File: src/rtl/input_skew_feeder.sv
// Loads a ROW x K operand tile from a word-serial stream, then feeds it to the
// systolic array's west edge with row r delayed by r cycles.
module input_skew_feeder #(
  parameter int ROW   = 4,
  parameter int K     = 4,
  parameter int WIDTH = 8
) (
  input  logic                   clk,
  input  logic                   rst,
  input  logic                   start,
  input  logic                   in_valid,
  output logic                   in_ready,
  input  logic [WIDTH-1:0]       in_data,
  input  logic                   hold,
  output logic [ROW*WIDTH-1:0]   west_out,
  output logic [ROW-1:0]         west_valid,
  output logic                   busy,
  output logic                   done
);

  localparam int RW    = (ROW > 1) ? $clog2(ROW) : 1;
  localparam int CW    = (K > 1) ? $clog2(K) : 1;
  localparam int STEPS = K + ROW - 1;
  localparam int SW    = (STEPS > 1) ? $clog2(STEPS) : 1;
  localparam int OW    = SW + 1;

  typedef enum logic [1:0] {
    IDLE,
    LOAD,
    STREAM,
    DONE
  } state_t;

  state_t            state;
  state_t            state_next;
  logic [RW-1:0]     row_cnt;
  logic [CW-1:0]     col_cnt;
  logic [SW-1:0]     step;
  logic [WIDTH-1:0]  mem [ROW][K];

  logic fire;
  logic last_col;
  logic last_word;
  logic last_step;

  assign fire      = in_valid && (state == LOAD);
  assign last_col  = (col_cnt == CW'(K - 1));
  assign last_word = last_col && (row_cnt == RW'(ROW - 1));
  assign last_step = (step == SW'(STEPS - 1));

  always_ff @(posedge clk or posedge rst) begin
    if (rst) begin
      state <= IDLE;
    end else begin
      state <= state_next;
    end
  end

  always_comb begin
    state_next = state;
    case (state)
      IDLE:    if (start) state_next = LOAD;
      LOAD:    if (fire && last_word) state_next = STREAM;
      STREAM:  if (!hold && last_step) state_next = DONE;
      DONE:    state_next = IDLE;
      default: state_next = IDLE;
    endcase
  end

  always_ff @(posedge clk or posedge rst) begin
    if (rst) begin
      row_cnt <= '0;
      col_cnt <= '0;
      step    <= '0;
    end else begin
      case (state)
        IDLE: begin
          if (start) begin
            row_cnt <= '0;
            col_cnt <= '0;
          end
        end
        LOAD: begin
          if (fire) begin
            if (last_word) begin
              row_cnt <= '0;
              col_cnt <= '0;
              step    <= '0;
            end else if (last_col) begin
              col_cnt <= '0;
              row_cnt <= row_cnt + RW'(1);
            end else begin
              col_cnt <= col_cnt + CW'(1);
            end
          end
        end
        STREAM: begin
          if (!hold) begin
            step <= last_step ? '0 : step + SW'(1);
          end
        end
        default: ;
      endcase
    end
  end

  // Operand storage needs no reset; it is always fully rewritten before use.
  always_ff @(posedge clk) begin
    if (fire) begin
      mem[row_cnt][col_cnt] <= in_data;
    end
  end

  assign in_ready = (state == LOAD);
  assign busy     = (state == LOAD) || (state == STREAM);
  assign done     = (state == DONE);

  // A borrow out of step - r means the lane has not started yet.
  for (genvar r = 0; r < ROW; r++) begin : g_lane
    logic [OW-1:0] offset;
    logic          lane_on;

    assign offset  = {1'b0, step} - OW'(r);
    assign lane_on = (state == STREAM) && !offset[SW] && (offset < OW'(K));

    assign west_valid[r]               = lane_on;
    assign west_out[r*WIDTH +: WIDTH]  = lane_on ? mem[r][offset[CW-1:0]] : '0;
  end

endmodule
File: config.mk
export PLATFORM = sky130hd
export DESIGN_NAME = input_skew_feeder
export DESIGN_NICKNAME = d
export VERILOG_FILES = /design/src/rtl/input_skew_feeder.sv
export SDC_FILE = /design/constraint.sdc
export NUM_CORES = 1
export LEC_CHECK = 0
export BUFFER_PORTS_ARGS = -buffer_cell sky130_fd_sc_hd__buf_2
export CAP_MARGIN = 15
export CORE_ASPECT_RATIO = 1.75
export CORE_MARGIN = 1
export CORE_UTILIZATION = 45
export CTS_BUF_LIST = sky130_fd_sc_hd__clkbuf_2
export DETAILED_ROUTE_END_ITERATION = 10
export GPL_ROUTABILITY_DRIVEN = 0
export PLACE_DENSITY = 0.7
export SETUP_SLACK_MARGIN = 0.1
export SLEW_MARGIN = 20
export SYNTH_ARGS = -nofsm -noshare
export SYNTH_HDL_FRONTEND = slang
export SYNTH_SLANG_ARGS = --single-unit
File: constraint.sdc
create_clock -name clk -period 2.55 [get_ports clk]
set_clock_uncertainty 0.2 [all_clocks]
set_input_delay 0.51 -clock clk [delete_from_list [all_inputs] [get_ports clk]]
set_output_delay 0.51 -clock clk [all_outputs]
set_load 0.02 [all_outputs]
==> impl_metrics.csv, run 1 <==
group,metric,value,unit
floorplan,io_pins,52,
timing,worst_pin_slew,470,ps
drt,dr.pass1.iters,4,
clocking,clk_latency,670,ps
drt,drt_iter0_drc,190,
synthesis,async_flop_share,6.57,%
worst_setup_path,crit_family,"flip-flops",
clocking,cts_buffers,17,
finish,fillers,934,
timing,period_share,117,%
global_routing,grt_pass1_wl,17.6,mm
worst_setup_path,startpoint_type,"flip-flop",
synthesis,syn-num-nets,343,
timing,hold_viol_final,0,
hold_path,worstHoldStart,"hold",
timing,rsz0062_at_grt,"true",
synthesis,postSynthAreaPerCell,18.6,sq um
drt,vias_per_cell,5.24,
worst_setup_path,crit_arrival,2280,ps
worst_setup_path,cp-end-kind,"output port",
place,io_buffers,51,
worst_setup_path,cp_cell_sequence,"inv_2 -> ha_4 -> buf_12 -> mux4_2 -> and3_4 -> buf_6",
clocking,cts_sinks,137,
floorplan,fp.dieW,87.7,microns
timing,finalSetupViolations,35,
floorplan,core_area,0.0125,sq mm
synthesis,synth_area_leaders,"edfxtp_1 67%, mux4_2 12%, ha_1 4.1%",
floorplan,die_h,152,microns
synthesis,synth_area,0.00578,sq mm
worst_setup_path,slowest_stage,"dfrtp_2",
floorplan,die-area,0.0133,sq mm
job,drv_cap,0,
synthesis,synth.most_common_cell,"edfxtp_1",
synthesis,ys_warn_count,0,
synthesis,synth_cell_types,36,
worst_setup_path,r2r_setup_slack,140,ps
global_routing,grt-ovfl-total,0,
floorplan,rows,54,
timing,worst_hold_slack,62.6,ps
synthesis,synth.top_cell.area_share,66.5,%
global_routing,grtUsageTotal,18.7,%
synthesis,ys_ff_latch,137,
pwr,powerDensity,925,mW/mm^2
hold_path,worst_hold_path_type,"in2reg",
worst_setup_path,r2r_start,"state[1]$_DFFE_PP0P_",
worst_setup_path,critPathMaxFanout,8,
timing,finalWorstSetupSlack,-439,ps
drt,vias,3137,
floorplan,initial_core_util,46.2,%
drt,wl,11.8,mm
synthesis,synth_common_cells,"128 x edfxtp_1, 30 x mux4_2, 24 x and3_1",
timing,fmax,335,MHz
finish,syn_to_final_growth,28.0,%
timing,slew_violations,0,
place,place_ws,139,ps
worst_setup_path,reg2reg_to,"mem[0][3]$_DFFE_PP_",
synthesis,synth_flop_cell,"edfxtp_1",
synthesis,ys_seq_area_share,70.4,%
finish,seqCellArea,0.00407,sq mm
hold_path,min_to,"step[2]$_DFFE_PP0P_",
worst_setup_path,critPathBufInv,3,
clocking,h-tree-depth,4,
clocking,clockRootBuffer,"clkbuf_2",
global_routing,antenna_found_initial,1,
status,status,"finished with violations",
clocking,max-clock-path-buffers,2,
synthesis,syn_inst,311,
place,dp_hpwl,7.10,mm
synthesis,synth-edff-count,128,
clocking,clk_pin_slew,160,ps
worst_setup_path,cp_num_cells,6,
worst_setup_path,worstSetupPathType,"reg2out",
finish,drive_gt1_share,47.0,%
clocking,cts_tree,"done",
worst_setup_path,worstRegToRegCells,8,
drt,antenna_left,0,
global_routing,grt_max_degree,18,
pwr,ir_worst_vdd,0.834,mV
drt,drc,0,
status,violations,"negative setup slack",
finish,multiInputGateArea,0.00175,sq mm
worst_setup_path,required,1840,ps
pwr,p_leak,2.72,nW
hold_path,min_path_cells,4,
synthesis,synth_top_cell_by_area,"edfxtp_1",
drt,wl_per_cell,19.7,microns
finish,fin_nets,449,
global_routing,grt_pass1_vias,3246,
timing,slew-limit-headroom,68.7,%
timing,finalWorstPathRequiredPeriod,2990,ps
worst_setup_path,crit_path_max_incr_delay,480,ps
sequential cells by signal, summed over array words and instances, names as in the netlist:
name / count
mem: 128
step: 3
col_cnt: 2
row_cnt: 2
state: 2
stage by stage:
step           TNS (ps)  instances  utilization, %  total power, mW  instance area, sq um
6_report         -12020        599            59.2             6.84                  7400
5_1_grt          -15970        599            59.2             7.13                  7400
4_1_cts          -13920        585            56.8             6.51                  7090
3_5_place_dp          0        520            49.9             4.44                  6240
3_3_place_gp          0        520            49.9             4.39                  6240
2_1_floorplan         0        311               -             4.02                  5840
routing by layer:
metal	share of wire, %	GRT usage (%)	up-vias
li1	-	-	1432
met1	37	21.3	1592
met2	56	32.5	87
met3	3.6	3.53	26
met4	3.8	10.2	0
met5	0	0	-
cells in the final DEF, fill, tap and decap left out, drive strengths merged, types with 9 or more instances in the layout:
cell and count:
nor2b 19, ha 19, edfxtp 128, mux4 32
and2 9, buf 93, inv 14, nand2 12
dlygate4sd3 9, dfrtp 9, and3 24, clkbuf 19
tightest hold or removal path, stage by stage:
cell and delay [ps]:
buf_2 90, a22oi_1 110, nand4_1 100, nand3_1 80
repair_timing:
action | CTS | global route
pin swaps | 16 | 9
endpoints found under the setup margin | 38 | 38
endpoints found under the hold margin | 47 | 18
buffers inserted | 24 | 8
gates cloned | 4 | 1
hold buffers | 5 | 4
resized for setup | 79 | 51
how the worst max path moves through the flow:
stage	to	slack, ps	from
global placement	west_out[30]	180	step[0]$_DFFE_PP0P_
CTS	west_out[4]	-470	step[0]$_DFFE_PP0P_
finish	west_out[26]	-440	step[0]$_DFFE_PP0P_
floorplan	west_out[26]	110	step[0]$_DFFE_PP0P_
global route	west_out[30]	-540	step[0]$_DFFE_PP0P_
detailed placement	west_out[30]	140	step[1]$_DFFE_PP0P_
cell type report:
type	count	share of cell area [%]
timing repair buffer	103	13.9
sequential	137	55.1
tap	168	2.84
clock buffer	18	1.22
antenna	1	0.0338
clock inverter	14	2.44
multi-input combinational	144	23.7
inverter	14	0.812
logic make-up (layout without fill, tap and decap cells):
kind of cell             Yosys count  after routing  share of synthesized area, %
flip-flops                       137            137                          70.4
AND/OR/NAND/NOR                   76             77                          7.62
multiplexers                      34             34                          12.9
buffers and inverters             31            149                          3.05
adder cells (fa/ha/maj)           19             19                          4.11
AO/OA/AOI/OAI                     13             13                          1.69
XOR/XNOR                           1              1                         0.152
other                              0              1                             0
report_power, final:
group | internal [mW] | leakage (nW) | switching (mW)
Clock | 0.636 | 0.152 | 0.732
Sequential | 2.55 | 1.27 | 0.0645
Combinational | 1.55 | 1.30 | 1.31
Note: power is estimated with default switching activity, not from simulation.
==> run 2, diff against run 1 <==
--- a/config.mk
+++ b/config.mk
@@ -7,13 +7,15 @@
 export LEC_CHECK = 0
 export BUFFER_PORTS_ARGS = -buffer_cell sky130_fd_sc_hd__buf_2
 export CAP_MARGIN = 15
+export CELL_PAD_IN_SITES_DETAIL_PLACEMENT = 1
+export CELL_PAD_IN_SITES_GLOBAL_PLACEMENT = 2
 export CORE_ASPECT_RATIO = 1.75
 export CORE_MARGIN = 1
-export CORE_UTILIZATION = 45
+export CORE_UTILIZATION = 42
 export CTS_BUF_LIST = sky130_fd_sc_hd__clkbuf_2
 export DETAILED_ROUTE_END_ITERATION = 10
 export GPL_ROUTABILITY_DRIVEN = 0
-export PLACE_DENSITY = 0.7
+export PLACE_DENSITY = 0.82
 export SETUP_SLACK_MARGIN = 0.1
 export SLEW_MARGIN = 20
 export SYNTH_ARGS = -nofsm -noshare
==> run 2 against run 1 <==
  * The flow still finishes with violations (negative setup slack)
  * Largest power group unchanged
  * Via count increased by 1.7%
  * Global-route usage increased by 1.5 points
  * Routed wire length grew 13%
  * Hold slack better by 21 ps
==> impl_metrics.csv, run 2 (synthesis gave the netlist of run 1 again) <==
group,metric,value,unit
clocking,clk_latency,670,ps
clocking,clk_pin_slew,190,ps
pwr,ir_worst_vdd,0.601,mV
hold_path,min_to,"step[2]$_DFFE_PP0P_",
global_routing,grt_pass1_wl,20.3,mm
place,io_buffers,51,
finish,layout_common_cells,"128 x edfxtp_1, 41 x buf_6, 32 x mux4_2",
finish,syn_to_final_growth,29.4,%
drt,vias_per_cell,5.29,
floorplan,die_h,157,microns
drt,drc,0,
finish,finalNonFillerCells,603,
pwr,powerDensity,910,mW/mm^2
place,dpl.cell_count,528,
worst_setup_path,cp-end-kind,"output port",
worst_setup_path,path_common_cell,"buf_12",
job,drv_cap,0,
drt,vias,3190,
finish,largest-register,"mem",
floorplan,core_area,0.0134,sq mm
clocking,h-tree-depth,4,
clocking,clockRootBuffer,"clkbuf_2",
finish,fillers,1239,
global_routing,grt_max_degree,18,
timing,rsz0062_at_grt,"true",
drt,wl,13.4,mm
timing,worst_pin_slew,504,ps
clocking,max-clock-path-buffers,2,
worst_setup_path,crit_arrival,2360,ps
finish,largest_reg_flops,128,
worst_setup_path,crit_family,"buffers and inverters",
global_routing,grt-ovfl-total,0,
status,status,"finished with violations",
worst_setup_path,required,1840,ps
floorplan,initial_core_util,43.2,%
worst_setup_path,worstRegToRegCells,6,
hold_path,worst_hold_path_type,"in2reg",
drt,wl_per_cell,22.2,microns
finish,design_area,0.00748,sq mm
drt,antenna_left,0,
clocking,cts_tree,"done",
timing,slew_violations,0,
worst_setup_path,critPathBufInv,4,
worst_setup_path,slowest_stage,"dfrtp_1",
finish,layout_commonest_cell,"edfxtp_1",
drt,drt_iter0_drc,195,
global_routing,antenna_found_initial,1,
finish,top_regs,"mem x128, step x3",
timing,finalWorstSetupSlack,-522,ps
timing,hold_viol_final,0,
timing,period_share,120,%
timing,finalSetupViolations,35,
drt,dr.pass1.iters,5,
worst_setup_path,critPathMaxFanout,5,
pwr,p_leak,2.74,nW
place,place_ws,158,ps
worst_setup_path,cp_num_cells,7,
place,dp_hpwl,7.67,mm
status,violations,"negative setup slack",
timing,fmax,326,MHz
finish,drive_gt1_share,47.0,%
worst_setup_path,cp_cell_sequence,"inv_2 -> ha_4 -> buf_12 -> buf_12 -> mux4_2 -> and3_4 -> buf_6",
clocking,cts_buffers,17,
timing,slew-limit-headroom,66.4,%
worst_setup_path,crit_path_max_incr_delay,440,ps
clocking,cts_sinks,137,
worst_setup_path,startpoint_type,"flip-flop",
finish,fin_nets,447,
worst_setup_path,r2r_start,"state[1]$_DFFE_PP0P_",
hold_path,min_path_cells,4,
global_routing,grtUsageTotal,20.2,%
place,placed_area,0.00625,sq mm
hold_path,worstHoldStart,"hold",
timing,finalWorstPathRequiredPeriod,3070,ps
floorplan,rows,56,
floorplan,die-area,0.0142,sq mm
worst_setup_path,r2r_setup_slack,240,ps
floorplan,fp.dieW,90.7,microns
floorplan,io_pins,52,
worst_setup_path,worstSetupPathType,"reg2out",
worst_setup_path,reg2reg_to,"mem[2][8]$_DFFE_PP_",
global_routing,grt_pass1_vias,3573,
-- run 2: cell count changes in the layout (fill, tap and decap cells not counted), moves of 3 or more --
| cell | delta |
|---|---|
| buf_16 | +3 |
| nor2b_4 | +8 |
| and2_1 | +8 |
| nor2b_1 | -6 |
| clkinv_1 | -3 |
| and2_4 | -8 |
| buf_4 | -8 |
-- run 2: timing repair --
item / CTS / global route
gates cloned: 7 / 0
endpoints found under the hold margin: 35 / 60
hold buffers: 5 / 4
gates resized for setup: 111 / 30
pin swaps: 17 / 3
buffers inserted: 25 / 2
endpoints found under the setup margin: 38 / 38
-- run 2: layout make-up --
| cell class | instances | area, sq um | area share [%] |
|---|---|---|---|
| Clock buffer | 17 | 85.1 | 1.14 |
| Sequential cell | 137 | 4070 | 54.4 |
| Antenna cell | 1 | 2.50 | 0.0335 |
| Multi-Input combinational cell | 144 | 1820 | 24.4 |
| Timing Repair Buffer | 101 | 1070 | 14.3 |
| Clock inverter | 15 | 153 | 2.04 |
| Inverter | 14 | 58.8 | 0.786 |
| Tap cell | 174 | 218 | 2.91 |
-- run 2: worst max-delay path by stage --
| stage | start | end |
|---|---|---|
| global route | step[1]$_DFFE_PP0P_ | west_out[26] |
| CTS | step[0]$_DFFE_PP0P_ | west_out[25] |
| floorplan | step[0]$_DFFE_PP0P_ | west_out[26] |
| finish | step[1]$_DFFE_PP0P_ | west_out[30] |
| detailed placement | state[0]$_DFFE_PP0P_ | west_out[20] |
| global placement | step[0]$_DFFE_PP0P_ | west_out[30] |
-- run 2: stage by stage --
stage | hold slack (ps) | TNS, ps | total power, mW | utilization, %
global placement | 302 | 0 | 4.44 | 46.7
global route | 69.4 | -19050 | 7.10 | 55.9
finish | 84.0 | -15090 | 6.81 | 55.9
floorplan | 138 | 0 | 4.02 | -
CTS | 3.33 | -14740 | 6.77 | 54.8
detailed placement | 310 | 0 | 4.48 | 46.7
-- run 2: worst reg2reg max path, stage by stage, from the launching register on --
cell	delay, ps
dfrtp_1	460
buf_6	140
clkinvlp_4	120
ha_4	210
and2_0	140
buf_4	200
and3_1	500
-- run 2: routing by layer --
metal | up-vias | global-route usage (%) | share of wire (%)
met5 | - | 0 | 0
met4 | 0 | 11.4 | 3.7
met3 | 25 | 3.53 | 3.4
met2 | 78 | 38.3 | 58
met1 | 1665 | 20.8 | 35
li1 | 1422 | - | -
-- run 2: where the power goes --
part           switching, mW  internal, mW
Combinational           1.39          1.56
Clock                  0.794         0.449
Sequential            0.0596          2.55
Total                   2.25          4.56
